File: config.mk
export PLATFORM = sky130hd
export DESIGN_NAME = uart_byte_bridge
export DESIGN_NICKNAME = d
export VERILOG_FILES = /design/src/rtl/uart_byte_bridge_pkg.sv /design/src/rtl/uart_byte_bridge_byte_fifo.sv /design/src/rtl/uart_byte_bridge.sv
export SDC_FILE = /design/constraint.sdc
export NUM_CORES = 1
export LEC_CHECK = 0
export ABC_AREA = 1
export CORE_ASPECT_RATIO = 1.5
export CORE_UTILIZATION = 55
export DETAILED_ROUTE_END_ITERATION = 6
export PLACE_DENSITY_LB_ADDON = 0.08
export SETUP_SLACK_MARGIN = 0.2
export SLEW_MARGIN = 20
export SYNTH_ARGS = -nofsm -noshare
export SYNTH_HDL_FRONTEND = slang
export SYNTH_HIERARCHICAL = 1
export SYNTH_SLANG_ARGS = --single-unit
export TNS_END_PERCENT = 50
File: constraint.sdc
create_clock -name clk_i -period 2.7 [get_ports clk_i]
set_input_delay 0.81 -clock clk_i [delete_from_list [all_inputs] [get_ports clk_i]]
set_output_delay 0.81 -clock clk_i [all_outputs]
set_load 0.05 [all_outputs]
File: src/rtl/uart_byte_bridge_pkg.sv
// Shared definitions for the UART byte bridge: byte width and TX sequencer states.
package uart_byte_bridge_pkg;

    localparam int UART_BYTE_W = 8;

    typedef enum logic [1:0] {
        IDLE = 2'd0,
        LOAD = 2'd1,
        WAIT = 2'd2
    } tx_state_e;

endpackage

File: src/rtl/uart_byte_bridge_byte_fifo.sv
// Show-ahead byte FIFO with synchronous reset and a level one bit wider than the pointers.
// A push while full is accepted only when a pop happens in the same cycle.
module byte_fifo
    import uart_byte_bridge_pkg::*;
#(
    parameter int DEPTH_LOG2 = 4
) (
    input  logic                   clk_i,
    input  logic                   rst_i,
    input  logic                   push_i,
    input  logic [UART_BYTE_W-1:0] din_i,
    input  logic                   pop_i,
    output logic [UART_BYTE_W-1:0] dout_o,
    output logic                   full_o,
    output logic                   empty_o,
    output logic [DEPTH_LOG2:0]    level_o
);

    localparam int DEPTH = 1 << DEPTH_LOG2;

    logic [UART_BYTE_W-1:0] mem_q [DEPTH];
    logic [DEPTH_LOG2-1:0]  wr_ptr_q;
    logic [DEPTH_LOG2-1:0]  rd_ptr_q;
    logic [DEPTH_LOG2:0]    level_q;
    logic                   push_ok;
    logic                   pop_ok;

    // Level never exceeds DEPTH, so its top bit alone marks full.
    assign full_o  = level_q[DEPTH_LOG2];
    assign empty_o = (level_q == '0);
    assign level_o = level_q;
    assign dout_o  = mem_q[rd_ptr_q];

    assign pop_ok  = pop_i && !empty_o;
    assign push_ok = push_i && (!full_o || pop_ok);

    always_ff @(posedge clk_i) begin
        if (rst_i) begin
            wr_ptr_q <= '0;
            rd_ptr_q <= '0;
            level_q  <= '0;
        end else begin
            if (push_ok) wr_ptr_q <= wr_ptr_q + 1'b1;
            if (pop_ok)  rd_ptr_q <= rd_ptr_q + 1'b1;
            case ({push_ok, pop_ok})
                2'b10:   level_q <= level_q + 1'b1;
                2'b01:   level_q <= level_q - 1'b1;
                default: level_q <= level_q;
            endcase
        end
    end

    always_ff @(posedge clk_i) begin
        if (push_ok) mem_q[wr_ptr_q] <= din_i;
    end

endmodule

File: src/rtl/uart_byte_bridge.sv
// Client side of the UART byte handshake: buffers TX bytes into load/d/txbusy, RX strobes into a FIFO.
// state | meaning:  IDLE | wait for a queued byte and txbusy low ; LOAD | load strobe issued, guard cycle ; WAIT | wait for txbusy low
module uart_byte_bridge
    import uart_byte_bridge_pkg::*;
#(
    parameter int TX_DEPTH_LOG2 = 4,
    parameter int RX_DEPTH_LOG2 = 4
) (
    input  logic                   clk_i,
    input  logic                   rst_i,
    input  logic [UART_BYTE_W-1:0] tx_data_i,
    input  logic                   tx_valid_i,
    output logic                   tx_ready_o,
    output logic [UART_BYTE_W-1:0] rx_data_o,
    output logic                   rx_valid_o,
    input  logic                   rx_ready_i,
    output logic                   uart_load_o,
    output logic [UART_BYTE_W-1:0] uart_d_o,
    input  logic                   uart_txbusy_i,
    input  logic                   uart_bytercvd_i,
    input  logic [UART_BYTE_W-1:0] uart_q_i,
    output logic                   rx_overrun_o,
    input  logic                   ovr_clr_i,
    output logic [TX_DEPTH_LOG2:0] tx_level_o,
    output logic [RX_DEPTH_LOG2:0] rx_level_o
);

    tx_state_e              state_q;
    logic                   uart_load_q;
    logic [UART_BYTE_W-1:0] uart_d_q;
    logic                   rx_overrun_q;

    logic [UART_BYTE_W-1:0] tx_head;
    logic                   tx_full, tx_empty, tx_push, tx_pop;
    logic                   rx_full, rx_empty, rx_pop, rx_drop;

    assign tx_ready_o = !rst_i && !tx_full;
    assign tx_push    = tx_valid_i && tx_ready_o;
    assign tx_pop     = (state_q == IDLE) && !tx_empty && !uart_txbusy_i;

    assign rx_valid_o = !rx_empty;
    assign rx_pop     = rx_valid_o && rx_ready_i;
    assign rx_drop    = uart_bytercvd_i && rx_full && !rx_pop;

    assign uart_load_o  = uart_load_q;
    assign uart_d_o     = uart_d_q;
    assign rx_overrun_o = rx_overrun_q;

    byte_fifo #(.DEPTH_LOG2(TX_DEPTH_LOG2)) u_tx_fifo (
        .clk_i   (clk_i),
        .rst_i   (rst_i),
        .push_i  (tx_push),
        .din_i   (tx_data_i),
        .pop_i   (tx_pop),
        .dout_o  (tx_head),
        .full_o  (tx_full),
        .empty_o (tx_empty),
        .level_o (tx_level_o)
    );

    byte_fifo #(.DEPTH_LOG2(RX_DEPTH_LOG2)) u_rx_fifo (
        .clk_i   (clk_i),
        .rst_i   (rst_i),
        .push_i  (uart_bytercvd_i),
        .din_i   (uart_q_i),
        .pop_i   (rx_pop),
        .dout_o  (rx_data_o),
        .full_o  (rx_full),
        .empty_o (rx_empty),
        .level_o (rx_level_o)
    );

    // LOAD is a guard cycle: the transmitter only raises txbusy the cycle after it sees load.
    always_ff @(posedge clk_i) begin
        if (rst_i) begin
            state_q     <= IDLE;
            uart_load_q <= 1'b0;
            uart_d_q    <= '0;
        end else begin
            case (state_q)
                IDLE: begin
                    if (tx_pop) begin
                        uart_d_q    <= tx_head;
                        uart_load_q <= 1'b1;
                        state_q     <= LOAD;
                    end
                end
                LOAD: begin
                    uart_load_q <= 1'b0;
                    state_q     <= WAIT;
                end
                WAIT: begin
                    if (!uart_txbusy_i) state_q <= IDLE;
                end
                default: begin
                    uart_load_q <= 1'b0;
                    state_q     <= IDLE;
                end
            endcase
        end
    end

    always_ff @(posedge clk_i) begin
        if (rst_i)             rx_overrun_q <= 1'b0;
        else if (rx_drop)      rx_overrun_q <= 1'b1;
        else if (ovr_clr_i)    rx_overrun_q <= 1'b0;
    end

endmodule
After elaboration in Yosys (flattened, before gate mapping) --
Memories as Yosys holds them, arrays and structs flattened. A register that Yosys moved wholly into a read port is not among the register bits. Cells that the tools add are included.
Storage, ports and cells: register bits 30, memory bits (writable) 256, input port bits 23, output and inout port bits 30, logic and storage cells 72, memories kept 2
Memory list:
- u_rx_fifo.mem_q | depth 16, width 8, read ports 1, clocked after memory_dff 1, write ports 1, line uart_byte_bridge_byte_fifo.sv:21 | logic [UART_BYTE_W-1:0] mem_q [DEPTH];
- u_tx_fifo.mem_q | depth 16, width 8, read ports 1, clocked after memory_dff 1, write ports 1, line uart_byte_bridge_byte_fifo.sv:21
Cells by class: add/sub/neg operators 8, eq/ne operators 8, muxes and demuxes 15, bitwise logic cells 1, reduce and logical (&&, ||, !) cells 29
Operators with widths (count):
- $pmux W5 S2 | 2
- $add A4 B1 Y4 const B | 4
- $logic_and A1 B1 Y1 | 11
- $add A5 B1 Y5 const B | 2
- $logic_not A5 Y1 | 2
- $sub A5 B1 Y5 const B | 2
- $mux W4 | 2
- $logic_not A1 Y1 | 7
- $mux W1 | 7
- $eq A2 B1 Y1 const B | 3
- $eq A2 B2 Y1 const B | 3
- $pmux W2 S3 | 1
- $reduce_and A2 Y1 | 3
- $reduce_bool A2 Y1 | 3
- $mux W2 | 2
- $logic_not A2 Y1 | 1
- $logic_or A1 B1 Y1 | 2
- $ne A2 B1 Y1 const B | 1
- $ne A2 B2 Y1 const B | 1
- $pmux W1 S2 | 1
- $not A1 Y1 | 1

Longest topological paths before layout --
depth in word-level cells 9, depth in mapped cells 20, depth with buffers taken out 19

Modules after synthesis --
Netlist, hierarchy kept.
Modules (own cells, without submodules):
- byte_fifo (u_tx_fifo) | instances 1, cells each 477, area an instance 6162.2 sq um
- byte_fifo (u_rx_fifo) | instances 1, cells each 477, area an instance 6115.9 sq um
- uart_byte_bridge | instances 1, cells each 78, area an instance 619.3 sq um

Worst setup path after synthesis --
No wires, ideal clock.
path type reg2reg, start point register u_rx_fifo.level_q[1] (netlist: u_rx_fifo/level_o[1]), end point register u_rx_fifo.level_q[4] (netlist: u_rx_fifo/level_o[4]), setup time 109 ps, data arrival time 2686 ps, required time 2591 ps, path slack -95 ps, cell stages (with the launch flop) 19, path buffers 0, cell sequence dfxtp_1 -> nor2_1 -> nand3_2 -> inv_1 -> inv_1 -> nand2_1 -> inv_1 -> nand2_2 -> inv_1 -> ha_1 -> xor2_1 -> ha_1 -> inv_1 -> nand2_1 -> nand2_1 -> nand3_1 -> nand3_1 -> nand2_1 -> inv_1
On the way: cells in the longest elaborated chain, start to end 8
RTL lines:
- start: declaration | line uart_byte_bridge_byte_fifo.sv:24 | logic [DEPTH_LOG2:0] level_q;
- start signal: assignment | line uart_byte_bridge_byte_fifo.sv:46 | 2'b10: level_q <= level_q + 1'b1;
- start signal: assignment | line uart_byte_bridge_byte_fifo.sv:47 | 2'b01: level_q <= level_q - 1'b1;
- start signal: assignment | line uart_byte_bridge_byte_fifo.sv:48 | default: level_q <= level_q;
- $logic_not A5 Y1 * | line uart_byte_bridge_byte_fifo.sv:30 | assign empty_o = (level_q == '0);
- named net rx_empty | line uart_byte_bridge.sv:35 | logic rx_full, rx_empty, rx_pop, rx_drop;
- $logic_not A1 Y1 * | line uart_byte_bridge.sv:41 | assign rx_valid_o = !rx_empty;
- named net rx_valid_o | line uart_byte_bridge.sv:15 | output logic rx_valid_o,
- $logic_and A1 B1 Y1 * | line uart_byte_bridge.sv:42 | assign rx_pop = rx_valid_o && rx_ready_i;
- named net rx_pop | line uart_byte_bridge.sv:35
- $logic_and A1 B1 Y1 * | line uart_byte_bridge_byte_fifo.sv:34 | assign pop_ok = pop_i && !empty_o;
- named net u_rx_fifo.pop_ok | line uart_byte_bridge_byte_fifo.sv:26 | logic pop_ok;
- $logic_or A1 B1 Y1 | line uart_byte_bridge_byte_fifo.sv:35 | assign push_ok = push_i && (!full_o || pop_ok);
- $logic_and A1 B1 Y1 | line uart_byte_bridge_byte_fifo.sv:35
- $eq A2 B1 Y1 or $eq A2 B2 Y1 (tied branches) | line uart_byte_bridge_byte_fifo.sv:45 | case ({push_ok, pop_ok})
- $pmux W5 S2 or $reduce_bool A2 Y1 (tied branches)
The timed path passes the listed nets; every way through them passes the cells marked *. A chain may end at the register's enable or synchronous reset.

==> results.yml <==
logic_synthesis:
  async_reset_ff_frac: 0
  yosysUniqueCellTypes: 33
  syn_avg_cell_area_um2: 12.5
  synth-edff-count: 256
  syn_nets: 1071
  synth-seq-area-share: 0.667
  syn_area_mm2: 0.0129
  synth_top_flop_cell: "edfxtp_1"
  ys_warn_count: 6
  ys_seq_elements: 302
  synth_cells: 1032
cts:
  cts_tree: "yes"
  holdBufCountCts: 0
  cts_buffers: 28
  cts.reportedPaths.clkPinSlew_ps: 70
  clk_latency_ps: 540
  clockBufferDepth: 3
  clock_sinks: 302
  htree_levels: 1
  clockRootBuffer: "clkbuf_16"
place:
  pre_cts_ws_ps: -165
  dp_hpwl_um: 18000
  gp_congestion: 0.885
  io_buffers: 52
die:
  die_width_um: 127
  core_area_mm2: 0.0230
  die_area_mm2: 0.0241
  fp.dieH_um: 190
  ios: 53
  rows: 68
  start_util: 0.561
final_layout:
  final.fill_count: 1749
  diodes: 0
  final_cell_mix: "256 x edfxtp_1, 117 x inv_1, 73 x nand2_1"
  final_util: 0.663
  drive_gt1_frac: 0.187
  area_growth_pct: 18.1
  layout.nets: 1172
  layout_commonest_cell: "edfxtp_1"
sta:
  setup_viol: 8
  drv_slew: 0
  final-hold-violation-count: 0
  finalSetupTns_ps: -1280
  fin_ws_ps: -282
  max_freq_mhz: 335
  relSlewSlack: 0.494
  layout_min_cycle_time_ps: 2980
  clock_skew_ps: 8.87
  whs_ps: 469
  rsz0062_at_grt: "true"
  max_slew.worst_pin.slew_ps: 757
  fin_crit_sh: 1.10
global_routing:
  grt_first_pass_wirelength_um: 41300
  antenna_found_initial: 0
  gr-usage-all-layers: 0.229
  grt_pass1_vias: 7797
  grt_overflow_total: 0
  grt_max_degree: 48
drt:
  routed-via-count: 7825
  ant_nets: 0
  routed_wl_um: 26900
  first_pass_iters: 5
  avgRoutedWirePerCell_um: 18.7
  vias_per_cell: 5.45
  drc: 0
  initialDrtViolationCount: 536
setup_path:
  cp_slowest_stage_delay_ps: 400
  cp_slowest_cell: "o211ai_1"
  crit_chain: "buf_12 -> mux2i_2 -> o21ai_1 -> o211ai_1 -> nand2_1 -> buf_12"
  cp_max_fo: 10
  critPathKind: "register to output pin"
  cp_common_cell: "buf_12"
  end_kind: "output pin"
  arrival_ps: 2170
  setup.worst_path.start_class: "register"
  critical_path.top_delay_family: "compound AO/OA/AOI/OAI gates"
  critPathRequiredTime_ps: 1890
  crit_buf_inv: 2
outcome:
  status: "complete, but fails checks"
  violations: "setup timing"
power:
  pwr-share-seq: 0.390
  peakVddDrop_uv: 626
  swShare: 0.324
  combPwrFrac: 0.320
  clockPowerShare: 0.290
  cellInternalPower_uw: 9790
  p_per_area_mw_per_mm2: 951
  power_switching_uw: 4700
  power_leakage_uw: 0.00564
  totalPowerFinal_uw: 14500
worst_hold_path:
  hp-class: "register to register"
job:
  max-cap-violations: 0
cells in the mapped netlist, types with 4 or more instances:
cell type	n	area, µm²
buf_2	10	50.1
nand3_1	41	205
dfxtp_1	46	921
inv_1	120	450
ha_1	16	200
o21ai_1	34	170
xor2_1	10	87.6
nor3_1	8	40.0
nor2_2	8	50.1
o21ai_0	47	235
nand2_1	79	297
a21oi_2	29	254
nor3b_1	9	67.6
nand2_2	4	25.0
a21oi_1	56	280
clkbuf_1	21	78.8
buf_12	7	140
mux2i_1	64	641
edfxtp_1	256	7690
inv_2	7	26.3
nor2_1	69	259
buf_6	5	56.3
o211ai_1	64	480
buf_4	6	45.0
flip-flops by register name, indices dropped and copies added, names as in the netlist, 2 cells and up, named ones only:
signal / cells
state_q: 2
u_tx_fifo/level_o: 5
u_tx_fifo/wr_ptr_q: 4
uart_d_o: 8
u_rx_fifo/level_o: 5
u_rx_fifo/rd_ptr_q: 4
u_tx_fifo/mem_q: 128
u_rx_fifo/mem_q: 128
u_tx_fifo/rd_ptr_q: 4
u_rx_fifo/wr_ptr_q: 4
per-stage QoR:
stage | cell area [µm²] | cells
after floorplan | 12900 | 1032
after global placement | 14000 | 1376
after detailed placement | 14000 | 1376
after CTS | 15200 | 1435
after global routing | 15200 | 1435
final | 15200 | 1435
logic make-up (layout without fill, tap and decap cells):
family	after synthesis	in the layout	synth area share
AOI/OAI and AO/OA	234	234	0.113
xor gates and xnor gates	12	12	0.00815
adders and majority gates	16	16	0.0155
buffers and inverters	179	302	0.0683
DFF	302	302	0.667
muxes	64	64	0.0497
and+or+nand+nor	225	225	0.0783
timing repair:
item / CTS / global route
resized for setup: 48 / 11
pin swaps: 9 / 9
cloned: 3 / 0
endpoints found under the hold margin: 0 / 0
setup endpoints to repair: 30 / 8
buffers inserted: 4 / 0
power groups by stage:
stage               Sequential, µW  Combinational [µW]  Clock [µW]
detailed placement            5740                4460           0
floorplan                     5920                3030           0
global placement              5730                4410           0
CTS                           5650                4640        4290
finish                        5650                4640        4200
global route                  5680                5010        4440
worst reg2reg max path, cell delays in order (launching register included):
cell	delay [ps]
dfxtp_1	460
nor2_1	100
nand3_2	90
inv_1	70
nor2_4	110
nand2_4	60
inv_2	80
nand2_2	70
inv_2	50
ha_2	220
xor2_1	220
ha_1	180
inv_1	40
nand2_1	100
nand2_1	70
nand3_1	70
nand3_1	80
nand2_1	60
inv_1	30
routing by layer:
layer	share of wire	track usage
met4	0.045	0.105
met1	0.36	0.232
met2	0.57	0.463
met5	0	0
met3	0.027	0.0217
cell type report:
cell class	instances	area (µm²)	share of cell area
tap	280	350	0.0230
clock inverter	19	240	0.0158
clock buffer	33	772	0.0507
multi-input combinational	551	3470	0.228
sequential	302	8640	0.567
timing repair buffer	123	1280	0.0843
inverter	127	484	0.0318
worst paths after layout:
path	startpoint	to	slack [ps]	cells past startpoint
setup reg to reg	u_tx_fifo/level_o[4]	u_tx_fifo/level_o[4]	430	18
hold / removal	rx_overrun_o	rx_overrun_o	470	2
hold reg to reg	rx_overrun_o	rx_overrun_o	470	2
setup / recovery	register	rx_data_o[5]	-280	6
(Power assumes the default switching activity.)
